--- config.mk ---
export PLATFORM = sky130hd
export DESIGN_NAME = axis_spi_rx_slave
export DESIGN_NICKNAME = d
export VERILOG_FILES = /design/src/rtl/axis_spi_pkg.sv /design/src/rtl/spi_sync_bit.sv /design/src/rtl/axis_spi_rx_slave.sv
export SDC_FILE = /design/constraint.sdc
export NUM_CORES = 1
export LEC_CHECK = 0
export ABC_AREA = 1
export BUFFER_PORTS_ARGS = -buffer_cell sky130_fd_sc_hd__clkbuf_2
export CORE_AREA = 2 2 78 80
export DETAILED_ROUTE_END_ITERATION = 8
export DIE_AREA = 0 0 80 82
export PLACE_DENSITY_LB_ADDON = 0.1
export SETUP_SLACK_MARGIN = 0.02
export SYNTH_ARGS = -nofsm -noshare
export SYNTH_HDL_FRONTEND = slang
export SYNTH_SLANG_ARGS = --single-unit
--- constraint.sdc ---
create_clock -name clk -period 2.8 [get_ports clk]
set_clock_uncertainty 0.15 [all_clocks]
set_input_delay 0 -clock clk [delete_from_list [all_inputs] [get_ports clk]]
set_output_delay 0 -clock clk [all_outputs]
set_load 0.01 [all_outputs]
--- src/rtl/axis_spi_pkg.sv ---
// Shared types and constants for the AXIS/SPI bridge blocks.
// Latency: n/a (package only).
// Backpressure: n/a (package only).
package axis_spi_pkg;

  // AXI-Stream data width; narrower SPI words are right-justified into it.
  localparam int AXIS_W = 32;

  // Bit counter width, sized for the widest legal SPI word.
  localparam int CNT_W = 6;

  // Receiver frame state.
  typedef enum logic [1:0] {
    IDLE  = 2'd0,
    ARMED = 2'd1,
    RX    = 2'd2
  } rx_state_e;

  // Only whole-byte SPI words up to the AXIS width are supported.
  function automatic bit width_ok(input int w);
    return (w == 8) || (w == 16) || (w == 24) || (w == 32);
  endfunction

endpackage

--- src/rtl/spi_sync_bit.sv ---
// N-stage single-bit synchronizer for an asynchronous SPI line.
// Latency: SYNC_STAGES clk cycles from input to output.
// Backpressure: none; samples every clk.
module spi_sync_bit #(
  parameter int SYNC_STAGES = 2
) (
  input  logic clk,
  input  logic resetn,
  input  logic din,
  output logic dout
);

  logic [SYNC_STAGES-1:0] sync_q;

  // Shift the raw line through the synchronizer chain.
  always_ff @(posedge clk or negedge resetn) begin
    if (!resetn) begin
      sync_q <= '0;
    end else begin
      sync_q <= {sync_q[SYNC_STAGES-2:0], din};
    end
  end

  assign dout = sync_q[SYNC_STAGES-1];

endmodule

--- src/rtl/axis_spi_rx_slave.sv ---
// SPI mode-0 slave receiver: deserializes MOSI words (MSB first) into AXIS beats.
// Latency: tvalid rises SYNC_STAGES+1 clk edges after the final SCK high is first sampled.
// Backpressure: one output register; a word completing while it is still held is dropped (overrun).
// Optional: define AXIS_SPI_RX_OVR_CNT_EN to add the saturating 16-bit overrun_count port.
module axis_spi_rx_slave
  import axis_spi_pkg::*;
#(
  parameter int SPI_DATA_WIDTH = 32,
  parameter int SYNC_STAGES    = 2
) (
  input  logic              clk,
  input  logic              resetn,
  input  logic              SCK,
  input  logic              CS,
  input  logic              MOSI,
  output logic [AXIS_W-1:0] m_axis_tdata,
  output logic              m_axis_tvalid,
  input  logic              m_axis_tready,
  output logic              busy,
  output logic              frame_err,
  output logic              overrun
`ifdef AXIS_SPI_RX_OVR_CNT_EN
  ,
  output logic [15:0]       overrun_count
`endif
);

  if (!width_ok(SPI_DATA_WIDTH)) begin : g_bad_width
    $error("axis_spi_rx_slave: SPI_DATA_WIDTH must be 8, 16, 24 or 32");
  end
  if (SYNC_STAGES < 2) begin : g_bad_sync
    $error("axis_spi_rx_slave: SYNC_STAGES must be at least 2");
  end

  localparam logic [CNT_W-1:0] LAST_BIT = CNT_W'(SPI_DATA_WIDTH - 1);

  // Synchronized SPI lines.
  logic sck_s;
  logic cs_s;
  logic mosi_s;

  // Edge detection stage; MOSI is delayed alongside so it lines up with the edge pulse.
  logic sck_d;
  logic cs_d;
  logic sck_rise_q;
  logic cs_rise_q;
  logic cs_fall_q;
  logic mosi_q;

  // Frame state and deserializer.
  rx_state_e                 state_q;
  rx_state_e                 state_d;
  logic [CNT_W-1:0]          bit_cnt_q;
  logic [CNT_W-1:0]          bit_cnt_d;
  logic [SPI_DATA_WIDTH-2:0] shift_q;
  logic [SPI_DATA_WIDTH-2:0] shift_d;
  logic [SPI_DATA_WIDTH-1:0] word_w;

  logic load_word;
  logic overrun_set;
  logic frame_err_set;

  spi_sync_bit #(.SYNC_STAGES(SYNC_STAGES)) u_sync_sck (
    .clk    (clk),
    .resetn (resetn),
    .din    (SCK),
    .dout   (sck_s)
  );

  spi_sync_bit #(.SYNC_STAGES(SYNC_STAGES)) u_sync_cs (
    .clk    (clk),
    .resetn (resetn),
    .din    (CS),
    .dout   (cs_s)
  );

  spi_sync_bit #(.SYNC_STAGES(SYNC_STAGES)) u_sync_mosi (
    .clk    (clk),
    .resetn (resetn),
    .din    (MOSI),
    .dout   (mosi_s)
  );

  // Register edge pulses and busy; busy tracks the synchronized CS level directly.
  always_ff @(posedge clk or negedge resetn) begin
    if (!resetn) begin
      sck_d      <= 1'b0;
      cs_d       <= 1'b0;
      sck_rise_q <= 1'b0;
      cs_rise_q  <= 1'b0;
      cs_fall_q  <= 1'b0;
      mosi_q     <= 1'b0;
      busy       <= 1'b0;
    end else begin
      sck_d      <= sck_s;
      cs_d       <= cs_s;
      sck_rise_q <= sck_s & ~sck_d;
      cs_rise_q  <= cs_s & ~cs_d;
      cs_fall_q  <= ~cs_s & cs_d;
      mosi_q     <= mosi_s;
      busy       <= ~cs_s;
    end
  end

  // Completed word: the held bits plus the bit arriving on this edge.
  assign word_w = {shift_q, mosi_q};

  // Next-state and deserializer control. Reset leaves the FSM in IDLE, so a frame
  // already in progress is ignored until CS is released and asserted again.
  always_comb begin
    state_d       = state_q;
    bit_cnt_d     = bit_cnt_q;
    shift_d       = shift_q;
    load_word     = 1'b0;
    overrun_set   = 1'b0;
    frame_err_set = 1'b0;
    case (state_q)
      IDLE: begin
        if (cs_fall_q) begin
          state_d   = ARMED;
          bit_cnt_d = '0;
          shift_d   = '0;
        end
      end
      ARMED, RX: begin
        if (cs_rise_q) begin
          state_d       = IDLE;
          bit_cnt_d     = '0;
          shift_d       = '0;
          frame_err_set = (bit_cnt_q != '0);
        end else if (sck_rise_q) begin
          state_d = RX;
          shift_d = {shift_q[SPI_DATA_WIDTH-3:0], mosi_q};
          if (bit_cnt_q == LAST_BIT) begin
            // Word boundary: realign the counter whether or not the word is kept.
            bit_cnt_d = '0;
            if (!m_axis_tvalid || m_axis_tready) begin
              load_word = 1'b1;
            end else begin
              overrun_set = 1'b1;
            end
          end else begin
            bit_cnt_d = bit_cnt_q + CNT_W'(1);
          end
        end
      end
      default: begin
        state_d   = IDLE;
        bit_cnt_d = '0;
        shift_d   = '0;
      end
    endcase
  end

  // FSM state and deserializer registers.
  always_ff @(posedge clk or negedge resetn) begin
    if (!resetn) begin
      state_q   <= IDLE;
      bit_cnt_q <= '0;
      shift_q   <= '0;
    end else begin
      state_q   <= state_d;
      bit_cnt_q <= bit_cnt_d;
      shift_q   <= shift_d;
    end
  end

  // AXIS output register and one-cycle status pulses; tdata only changes on a load.
  always_ff @(posedge clk or negedge resetn) begin
    if (!resetn) begin
      m_axis_tdata  <= '0;
      m_axis_tvalid <= 1'b0;
      overrun       <= 1'b0;
      frame_err     <= 1'b0;
    end else begin
      if (load_word) begin
        m_axis_tdata  <= AXIS_W'(word_w);
        m_axis_tvalid <= 1'b1;
      end else if (m_axis_tready) begin
        m_axis_tvalid <= 1'b0;
      end
      overrun   <= overrun_set;
      frame_err <= frame_err_set;
    end
  end

`ifdef AXIS_SPI_RX_OVR_CNT_EN
  // Saturating count of dropped words, cleared only by reset.
  always_ff @(posedge clk or negedge resetn) begin
    if (!resetn) begin
      overrun_count <= '0;
    end else if (overrun_set && (overrun_count != 16'hFFFF)) begin
      overrun_count <= overrun_count + 16'd1;
    end
  end
`endif

endmodule

# Word-level counts from Yosys, hierarchy flattened
# Index checks and enable logic that the tools add are counted.
# word_totals
ff_bits,87
input_bits,6
latchBits,0
mem_bits_ro,0
wordCells,63
memories,0
mem_bits_rw,0
# op_classes
muxes,27
n_eq_ne,5
n_reduce_logical,7
multipliers,0
bitwise_logic,6
n_shift,0
n_lt_le_gt_ge,0
addsub,1
n_div,0
# op_table
cell,count
31-bit 2-to-1 mux,3
31-bit case mux with 2 select lines,1
6-bit 2-to-1 mux,4
1-bit 2-to-1 mux,14
6-bit case mux with 2 select lines,1
"6-bit by 1-bit adder with 6-bit output, second input constant",1
"6-bit by 5-bit equality test with 1-bit output, second input constant",1
2-bit 2-to-1 mux,3
6-bit nonzero test,1
2-bit case mux with 2 select lines,1
1-bit bitwise AND,3
"3-bit inequality test, second input constant",1
1-bit inverter,3
"2-bit by 1-bit equality test with 1-bit output, second input constant",1
"2-bit equality test, second input constant",1
2-bit zero test,1
"2-bit inequality test, second input constant",1
2-bit AND reduction,1
2-bit nonzero test,1
2-bit OR reduction,1
1-bit zero test,1
1-bit logical OR,1

# Longest topological paths before layout
# Gate-level depths: netlist of run 1.
# logic_depth
depth_word,8
ltp_mapped,10
ltp_nobuf,9

# Cells and area by module
# Synthesis of run 1 repeated with hierarchy kept, for this count alone.
# hier_totals
hier_cells,331
area_unflattened_um2,3370.7
# by_module_without_submodules
module,n_inst,area_each_um2,seq_area_each_um2,cells_each
axis_spi_rx_slave,1,3220.6,2026.9,325
spi_sync_bit,3,50.0,50.0,2

# Worst setup path before layout of run 1
# OpenSTA, ideal clock, no wires.
# synth_path
kind,reg2reg
from,reg state_q[0]
to,reg m_axis_tdata[0]
t_required_ns,2.533
arrival_ns,1.335
path_slack_ns,1.198
synth_period_minus_slack_ns,1.602
stages_incl_launch_ff,11
cell_sequence,dfrtp_1 inv_1 ha_1 inv_2 nor2_2 nand2_1 nor2_4 nand2_4 buf_6 nand2_1 nand2_1
# synth_between
elab_chain_cells,3
word_cells_on_any_way,4
# synth_rtl
element,line_no,rtl
start: declaration,axis_spi_rx_slave.sv:51,rx_state_e state_q;
start signal: assignment,axis_spi_rx_slave.sv:162,state_q <= state_d;
2-bit by 1-bit equality test with 1-bit output / 2-bit equality test (equally long branches),axis_spi_rx_slave.sv:117,case (state_q)
2-bit OR reduction (*),axis_spi_rx_slave.sv:117,
1-bit 2-to-1 mux (*),axis_spi_rx_slave.sv:117,
end signal: assignment,axis_spi_rx_slave.sv:177,m_axis_tdata <= AXIS_W'(word_w);
end: declaration,axis_spi_rx_slave.sv:16,"output logic [AXIS_W-1:0] m_axis_tdata,"
# Every way passes the cells marked *; elsewhere a longest branch is shown, timed or not.
# A chain may end at the register's enable or synchronous reset.

# Worst setup path after layout of run 1
# layout_path
from,reg state_q[0]
to,reg m_axis_tdata[19]
# Same word-level chain as after synthesis.

==> results of run 1 <==
==> path summary, 6_finish.rpt <==
path / depth (start not counted) / from / to / slack [ns]
hold / removal: 2 / CS / u_sync_cs.sync_q[0] / 0.16
min in group asynchronous: 2 / resetn / m_axis_tdata[4] / 0.23
setup / recovery: 9 / state_q[0] / m_axis_tdata[19] / 0.61
max in group asynchronous: 2 / resetn / bit_cnt_q[1] / 1.59
hold reg to reg: 0 / u_sync_mosi.sync_q[0] / u_sync_mosi.sync_q[1] / 0.20
setup reg to reg: 9 / state_q[0] / m_axis_tdata[19] / 0.61
==> registers in the layout, summed over array words and instances, names as in the netlist <==
name                count
cs_fall_q               1
bit_cnt_q               6
cs_d                    1
u_sync_sck.sync_q       2
sck_d                   1
state_q                 2
shift_q                31
sck_rise_q              1
m_axis_tdata           32
u_sync_mosi.sync_q      2
frame_err               1
m_axis_tvalid           1
overrun                 1
mosi_q                  1
busy                    1
u_sync_cs.sync_q        2
cs_rise_q               1
==> logic make-up (layout without fill, tap and decap cells) <==
group / after synthesis / in the layout / share of synthesized area
flip-flops: 87 / 87 / 0.6456
XOR/XNOR: 1 / 1 / 0.002598
AO/OA/AOI/OAI: 38 / 38 / 0.06716
buffers and inverters: 65 / 114 / 0.09054
adder cells (fa/ha/maj): 3 / 3 / 0.01113
AND/OR/NAND/NOR: 137 / 137 / 0.1829
==> routing by layer <==
| layer | wire, µm | global-route usage |
|---|---|---|
| met1 | 2936 | 0.2621 |
| met5 | 0 | 0 |
| met3 | 174 | 0.03297 |
| met4 | 67 | 0.09322 |
| met2 | 2916 | 0.3317 |
==> cell type report <==
| type | instances | area (µm²) |
|---|---|---|
| Sequential cell | 87 | 2177 |
| Fill cell | 488 | 1934 |
| Multi-Input combinational cell | 179 | 889.6 |
| Timing Repair Buffer | 49 | 280.3 |
| Inverter | 50 | 187.7 |
| Clock buffer | 12 | 165.2 |
| Tap cell | 75 | 93.84 |
| Clock inverter | 3 | 17.52 |
==> synth_stat cells (all sizes together) <==
cell,count
dfrtp,87
nand2,85
inv,50
nand3,41
o22ai,29
buf,13
nor2,9
o21ai,9
ha,3
clkbuf,2
nand4,1
nor4,1
xnor2,1
==> power by group through the flow <==
| stage | logic (W) | clock network (W) | registers, W |
|---|---|---|---|
| detailed placement | 0.000395 | 0 | 0.00134 |
| global placement | 0.000386 | 0 | 0.00134 |
| floorplan | 0.000308 | 0 | 0.00133 |
| finish | 0.000407 | 0.000794 | 0.00131 |
| global route | 0.000451 | 0.000867 | 0.00132 |
| CTS | 0.000404 | 0.000812 | 0.00131 |
==> worst max-delay path, delay by kind of cell (launching register included) <==
kind                       cells  cell delay, ns
and+or+nand+nor                6            1.21
DFF                            1            0.33
buffers and inverters          2            0.09
adders and majority gates      1            0.30
==> through the flow <==
step	total power (W)	utilization	cells
2_1_floorplan	0.001642	-	331
3_3_place_gp	0.001721	0.6228	435
3_5_place_dp	0.001732	0.6228	435
4_1_cts	0.002528	0.6633	455
5_1_grt	0.002633	0.6633	455
6_report	0.002513	0.6633	455
==> results.py, run 1 <==
metrics = {
    "grt": {
        "grt_first_pass_wirelength_mm": 10.03,
        "grt_max_degree": 88,
        "grt_usage": 0.2006,
        "antenna_found_initial": 0,
        "grt-ovfl-total": 0,
        "grt_pass1_vias": 2261,
    },
    "critical_path": {
        "cpPeakStageDelay_ns": 0.43,
        "cp.arrival_ns": 2.28,
        "crit_type": "register to register",
        "end_kind": "register",
        "worstPathMaxFanout": 33,
        "worstPathCellList": "inv_1 -> ha_1 -> inv_2 -> nor2_2 -> nand2_1 -> nor2_4 -> nand2_4 -> nand2_1 -> nand2_1",
        "cpMostUsedCell": "nand2_1",
        "critPathSlowestCell": "nor2_4",
        "startpoint_type": "register",
        "required_ns": 2.88,
    },
    "flow_run": {
        "max-cap-violations": 0,
    },
    "power": {
        "p_clk_frac": 0.316,
        "vdd_drop_max_mv": 0.4526,
        "p_int_w": 0.001784,
        "cellPowerDensity_nw_per_um2": 659.4,
        "combPwrFrac": 0.162,
        "p_leak_nw": 2.054,
        "netSwitchingFraction": 0.2901,
        "p_seq_frac": 0.522,
        "p_sw_w": 0.0007292,
    },
    "die": {
        "die_y_um": 82,
        "initial_core_util": 0.5869,
        "die_x_um": 80,
        "rows": 28,
        "dieArea_um2": 6560,
        "ios": 42,
        "core_area_um2": 5746,
    },
    "worst_hold_path": {
        "hp-class": "input pin to register",
    },
    "clocking": {
        "cts_setup_buffers": 0,
        "cts-buffers-inserted": 9,
        "cts_sinks": 87,
        "h-tree-depth": 3,
        "cts_root_buffer": "clkbuf_8",
        "cts_buffer_depth": 2,
        "clkSlewWorstSetupHoldPaths_ns": 0.08,
        "cts_resized": 0,
        "cts_tree": "done",
        "clk_latency_ns": 0.34,
        "cts_hold_buf": 5,
    },
    "placement": {
        "postPlaceCellArea_um2": 3578,
        "dp_hpwl_mm": 3.756,
        "pre_cts_slack_ns": 0.5758,
        "place.gp.congestion": 0.8456,
        "io_buffers": 41,
    },
    "sta": {
        "rsz0062_at_grt": "false",
        "drv_slew": 0,
        "timing.fmax_ghz": 0.4559,
        "tightest_slew_ns": 1.054,
        "period_needed_ns": 2.194,
        "fin_hold_ws_ns": 0.1562,
        "report.final.setup_viol": 0,
        "finalSetupTns_ns": 0,
        "post-route-period-util": 0.7834,
        "hold_violations": 0,
        "layout_setup_ws_ns": 0.6065,
        "maxSlewHeadroom": 0.2973,
    },
    "run_status": {
        "status": "completed",
    },
    "cells_and_area": {
        "layout_common_cells": "dfrtp_1, nand2_1, inv_1",
        "diodes": 0,
        "drive_gt1_frac": 0.1737,
        "final_nets": 385,
        "syn2layout_area_growth_pct": 13.02,
        "layout_commonest_cell": "dfrtp_1",
        "fin_area_um2": 3811,
    },
    "yosys": {
        "ys_seq_elements": 87,
        "synth_top_area_frac": 0.6456,
        "synthCells": 331,
        "synth_top_area_cell": "dfrtp_1",
        "syn_avg_cell_area_um2": 10.19,
        "synth_cell_type_count": 22,
        "syn_area_um2": 3372,
        "syn_nets": 340,
        "yosysSeqAreaShare": 0.6456,
        "yosys-top-cells-area": "dfrtp_1, nand2_1, nand3_1, o22ai_1, inv_1",
        "yosysWarningCount": 0,
    },
    "route": {
        "wl_per_cell_um": 13.39,
        "drc": 0,
        "viasPerCell": 5.077,
        "antenna_left": 0,
        "drt-total-wl_mm": 6.094,
        "drtPass1Iterations": 4,
        "drt_iter0_drc": 174,
        "vias": 2310,
    },
}
Note: power is estimated with default switching activity, not from simulation.
==> run 2, diff against run 1 <==
--- a/config.mk
+++ b/config.mk
@@ -5,11 +5,11 @@
 export SDC_FILE = /design/constraint.sdc
 export NUM_CORES = 1
 export LEC_CHECK = 0
-export ABC_AREA = 1
+export ABC_AREA = 0
 export BUFFER_PORTS_ARGS = -buffer_cell sky130_fd_sc_hd__clkbuf_2
-export CORE_AREA = 2 2 78 80
+export CORE_AREA = 2 2 80 82
 export DETAILED_ROUTE_END_ITERATION = 8
-export DIE_AREA = 0 0 80 82
+export DIE_AREA = 0 0 82 84
 export PLACE_DENSITY_LB_ADDON = 0.1
 export SETUP_SLACK_MARGIN = 0.02
 export SYNTH_ARGS = -nofsm -noshare
==> constraint.sdc (replaced) <==
create_clock -name clk -period 2.1 [get_ports clk]
set_clock_uncertainty 0.15 [all_clocks]
set_input_delay 0 -clock clk [delete_from_list [all_inputs] [get_ports clk]]
set_output_delay 0 -clock clk [all_outputs]
set_load 0.01 [all_outputs]
==> run 2 against run 1 <==
First-iteration DRC count fell by 14%. Sequential power rose by 34%. Critical path depth fell by 1. Hold slack got worse by 0.11 ns. Global-route usage fell by 1.8 points. Utilization rose by 0.33 points. Setup slack got worse by 0.55 ns.
==> results.py, run 2 <==
metrics = {
    "grt": {
        "antenna_found_initial": 0,
        "grtUsageMet1": 0.2559,
        "use_met2": 0.2712,
        "grt_first_pass_wirelength_mm": 9.466,
        "top_usage_layer": "met2",
        "grt_use_met3": 0.05628,
        "grt_pass1_vias": 1925,
        "grt_max_degree": 88,
        "grt-ovfl-total": 0,
        "grt_usage": 0.1823,
    },
    "cells_and_area": {
        "utilization": 0.6667,
        "drive_gt1_frac": 0.3838,
        "largest_reg_flops": 32,
        "diodes": 0,
        "layout_common_cells": "dfrtp_1, clkbuf_2, a22o_1",
        "reg_top3": "m_axis_tdata (32), shift_q (31), bit_cnt_q (6)",
        "syn2layout_area_growth_pct": 20.70,
        "nFillCells": 442,
        "final_nets": 288,
        "fin_area_um2": 4064,
        "top_register": "m_axis_tdata",
        "layout_commonest_cell": "dfrtp_1",
    },
    "route": {
        "vias": 1933,
        "viasPerCell": 5.355,
        "antenna_left": 0,
        "drt-total-wl_mm": 5.831,
        "drc": 0,
        "drt_iter0_drc": 149,
        "wl_per_cell_um": 16.15,
        "drtPass1Iterations": 5,
    },
    "run_status": {
        "status": "completed",
    },
    "yosys": {
        "synth_top_area_frac": 0.6466,
        "synth_cell_type_count": 27,
        "yosysSeqAreaShare": 0.6466,
        "yosysWarningCount": 0,
        "ys_seq_elements": 87,
        "post-synth-top-count-cell": "dfrtp_1",
        "syn_area_um2": 3367,
        "ys_async_sr_fraction": 1.000,
        "yosys-top-cells-area": "dfrtp_1, mux2_4, a22o_1, buf_12, o21ai_0",
        "synthFlopType": "dfrtp_1",
        "syn_avg_cell_area_um2": 15.37,
        "synthCells": 219,
        "syn_nets": 228,
        "synth_edf_count": 0,
        "synth_top_area_cell": "dfrtp_1",
        "synth_commonest_cells": "dfrtp_1, a22o_1, mux2_4",
    },
    "critical_path": {
        "worstPathCellList": "inv_1 -> ha_4 -> nor2b_4 -> nand4_4 -> nor2b_4 -> buf_12 -> clkbuf_16 -> mux2_4",
        "startpoint_type": "register",
        "cp.arrival_ns": 2.13,
        "critPathSlowestCell": "dfrtp_1",
        "worstPathMaxFanout": 9,
        "end_kind": "register",
        "r2r_cells": 8,
        "crit_type": "register to register",
        "cpMostUsedCell": "nor2b_4",
        "required_ns": 2.19,
        "cpPeakStageDelay_ns": 0.36,
    },
    "power": {
        "vdd_drop_max_mv": 0.7988,
        "cellPowerDensity_nw_per_um2": 854.7,
        "p_leak_nw": 2.049,
    },
    "sta": {
        "drv_slew": 0,
        "layout_setup_ws_ns": 0.05468,
        "report.final.setup_viol": 0,
        "finalSetupTns_ns": 0,
        "post-route-period-util": 0.9740,
        "hold_violations": 0,
        "maxSlewHeadroom": 0.6976,
        "timing.fmax_ghz": 0.4889,
        "rsz0062_at_grt": "false",
        "period_needed_ns": 2.045,
        "tightest_slew_ns": 0.4537,
    },
    "die": {
        "dieArea_um2": 6888,
        "initial_core_util": 0.5523,
        "die_x_um": 82,
        "rows": 29,
        "ios": 42,
        "core_area_um2": 6096,
        "die_y_um": 84,
    },
    "clocking": {
        "h-tree-depth": 3,
        "clkSlewWorstSetupHoldPaths_ns": 0.08,
        "cts_tree": "done",
        "cts_root_buffer": "clkbuf_8",
        "clk_latency_ns": 0.35,
        "cts-buffers-inserted": 9,
        "cts_buffer_depth": 2,
        "cts_sinks": 87,
    },
    "flow_run": {
        "max-cap-violations": 0,
    },
    "placement": {
        "place.gp.congestion": 0.7781,
        "postPlaceCellArea_um2": 3694,
        "dp_hpwl_mm": 3.578,
        "pre_cts_slack_ns": -0.06266,
        "io_buffers": 41,
    },
    "worst_hold_path": {
        "hp-class": "input pin to async pin",
    },
}
[run 2: cell types whose count changed after synthesis, sizes merged, moves of 29 or more]
cell   delta
nand2    -75
o22ai    -29
a22o     +32
mux2     +32
nand3    -37
inv      -44
[run 2: cell families after synthesis]
family	count (synthesis)	synth area share
muxes	32	0.1405
AOI/OAI and AO/OA	46	0.1070
buffers and inverters	18	0.03865
xor gates and xnor gates	1	0.002602
adders and majority gates	3	0.01115
and+or+nand+nor	32	0.05352
DFF	87	0.6466
[run 2: area by class of cell]
type | count | area, µm² | area share
multi-input combinational | 114 | 1085 | 0.2669
sequential | 87 | 2177 | 0.5357
tap | 77 | 96.34 | 0.02371
clock inverter | 5 | 56.30 | 0.01385
clock buffer | 11 | 141.4 | 0.03479
inverter | 6 | 22.52 | 0.005542
timing repair buffer | 61 | 485.5 | 0.1195
[run 2: routing by layer]
| layer | wire, µm | part of all wire |
|---|---|---|
| met1 | 2749 | 0.47 |
| met2 | 2804 | 0.48 |
| met3 | 236 | 0.040 |
| met4 | 42 | 0.0072 |
| met5 | 0 | 0 |
[run 2: through the flow]
step | cells | total power (W) | hold WS [ns]
after floorplan | 219 | 0.002059 | -0.4456
after global placement | 335 | 0.002266 | -0.07618
after detailed placement | 335 | 0.002282 | -0.07854
after CTS | 356 | 0.003462 | 0.09178
after global routing | 361 | 0.003647 | 0.1142
final | 361 | 0.003473 | 0.04762
[run 2: where the power goes]
part	internal, W	total [W]	switching (W)	leakage, nW
Combinational	0.000216	0.000569	0.000354	0.762
Clock	0.000583	0.00116	0.000574	0.0997
Sequential	0.00172	0.00175	0.0000308	1.19
Total	0.00251	0.00347	0.000958	2.05
[run 2: final timing paths]
check	slack, ns	end	startpoint
worst max-delay path	0.05	m_axis_tdata[31]	state_q[1]
worst min-delay path	0.05	m_axis_tdata[21]	resetn
worst max register to register	0.05	m_axis_tdata[31]	state_q[1]
worst min register to register	0.20	mosi_q	u_sync_mosi.sync_q[1]
max in group asynchronous	1.38	shift_q[3]	resetn
min in group clk	0.14	u_sync_mosi.sync_q[0]	MOSI
[run 2: repair_timing]
item,CTS,global route
cloned,0,3
buffers inserted,0,2
resized for setup,2,1
endpoints found under the setup margin,32,23
hold buffers,5,0
endpoints found under the hold margin,92,0
[run 2: worst max-delay path, delay by kind of cell, from the launching register on]
| kind | cells | cell delay [ns] |
|---|---|---|
| AND/OR/NAND/NOR | 3 | 0.46 |
| buffers and inverters | 3 | 0.39 |
| flip-flops | 1 | 0.36 |
| multiplexers | 1 | 0.30 |
| adder cells (fa/ha/maj) | 1 | 0.28 |
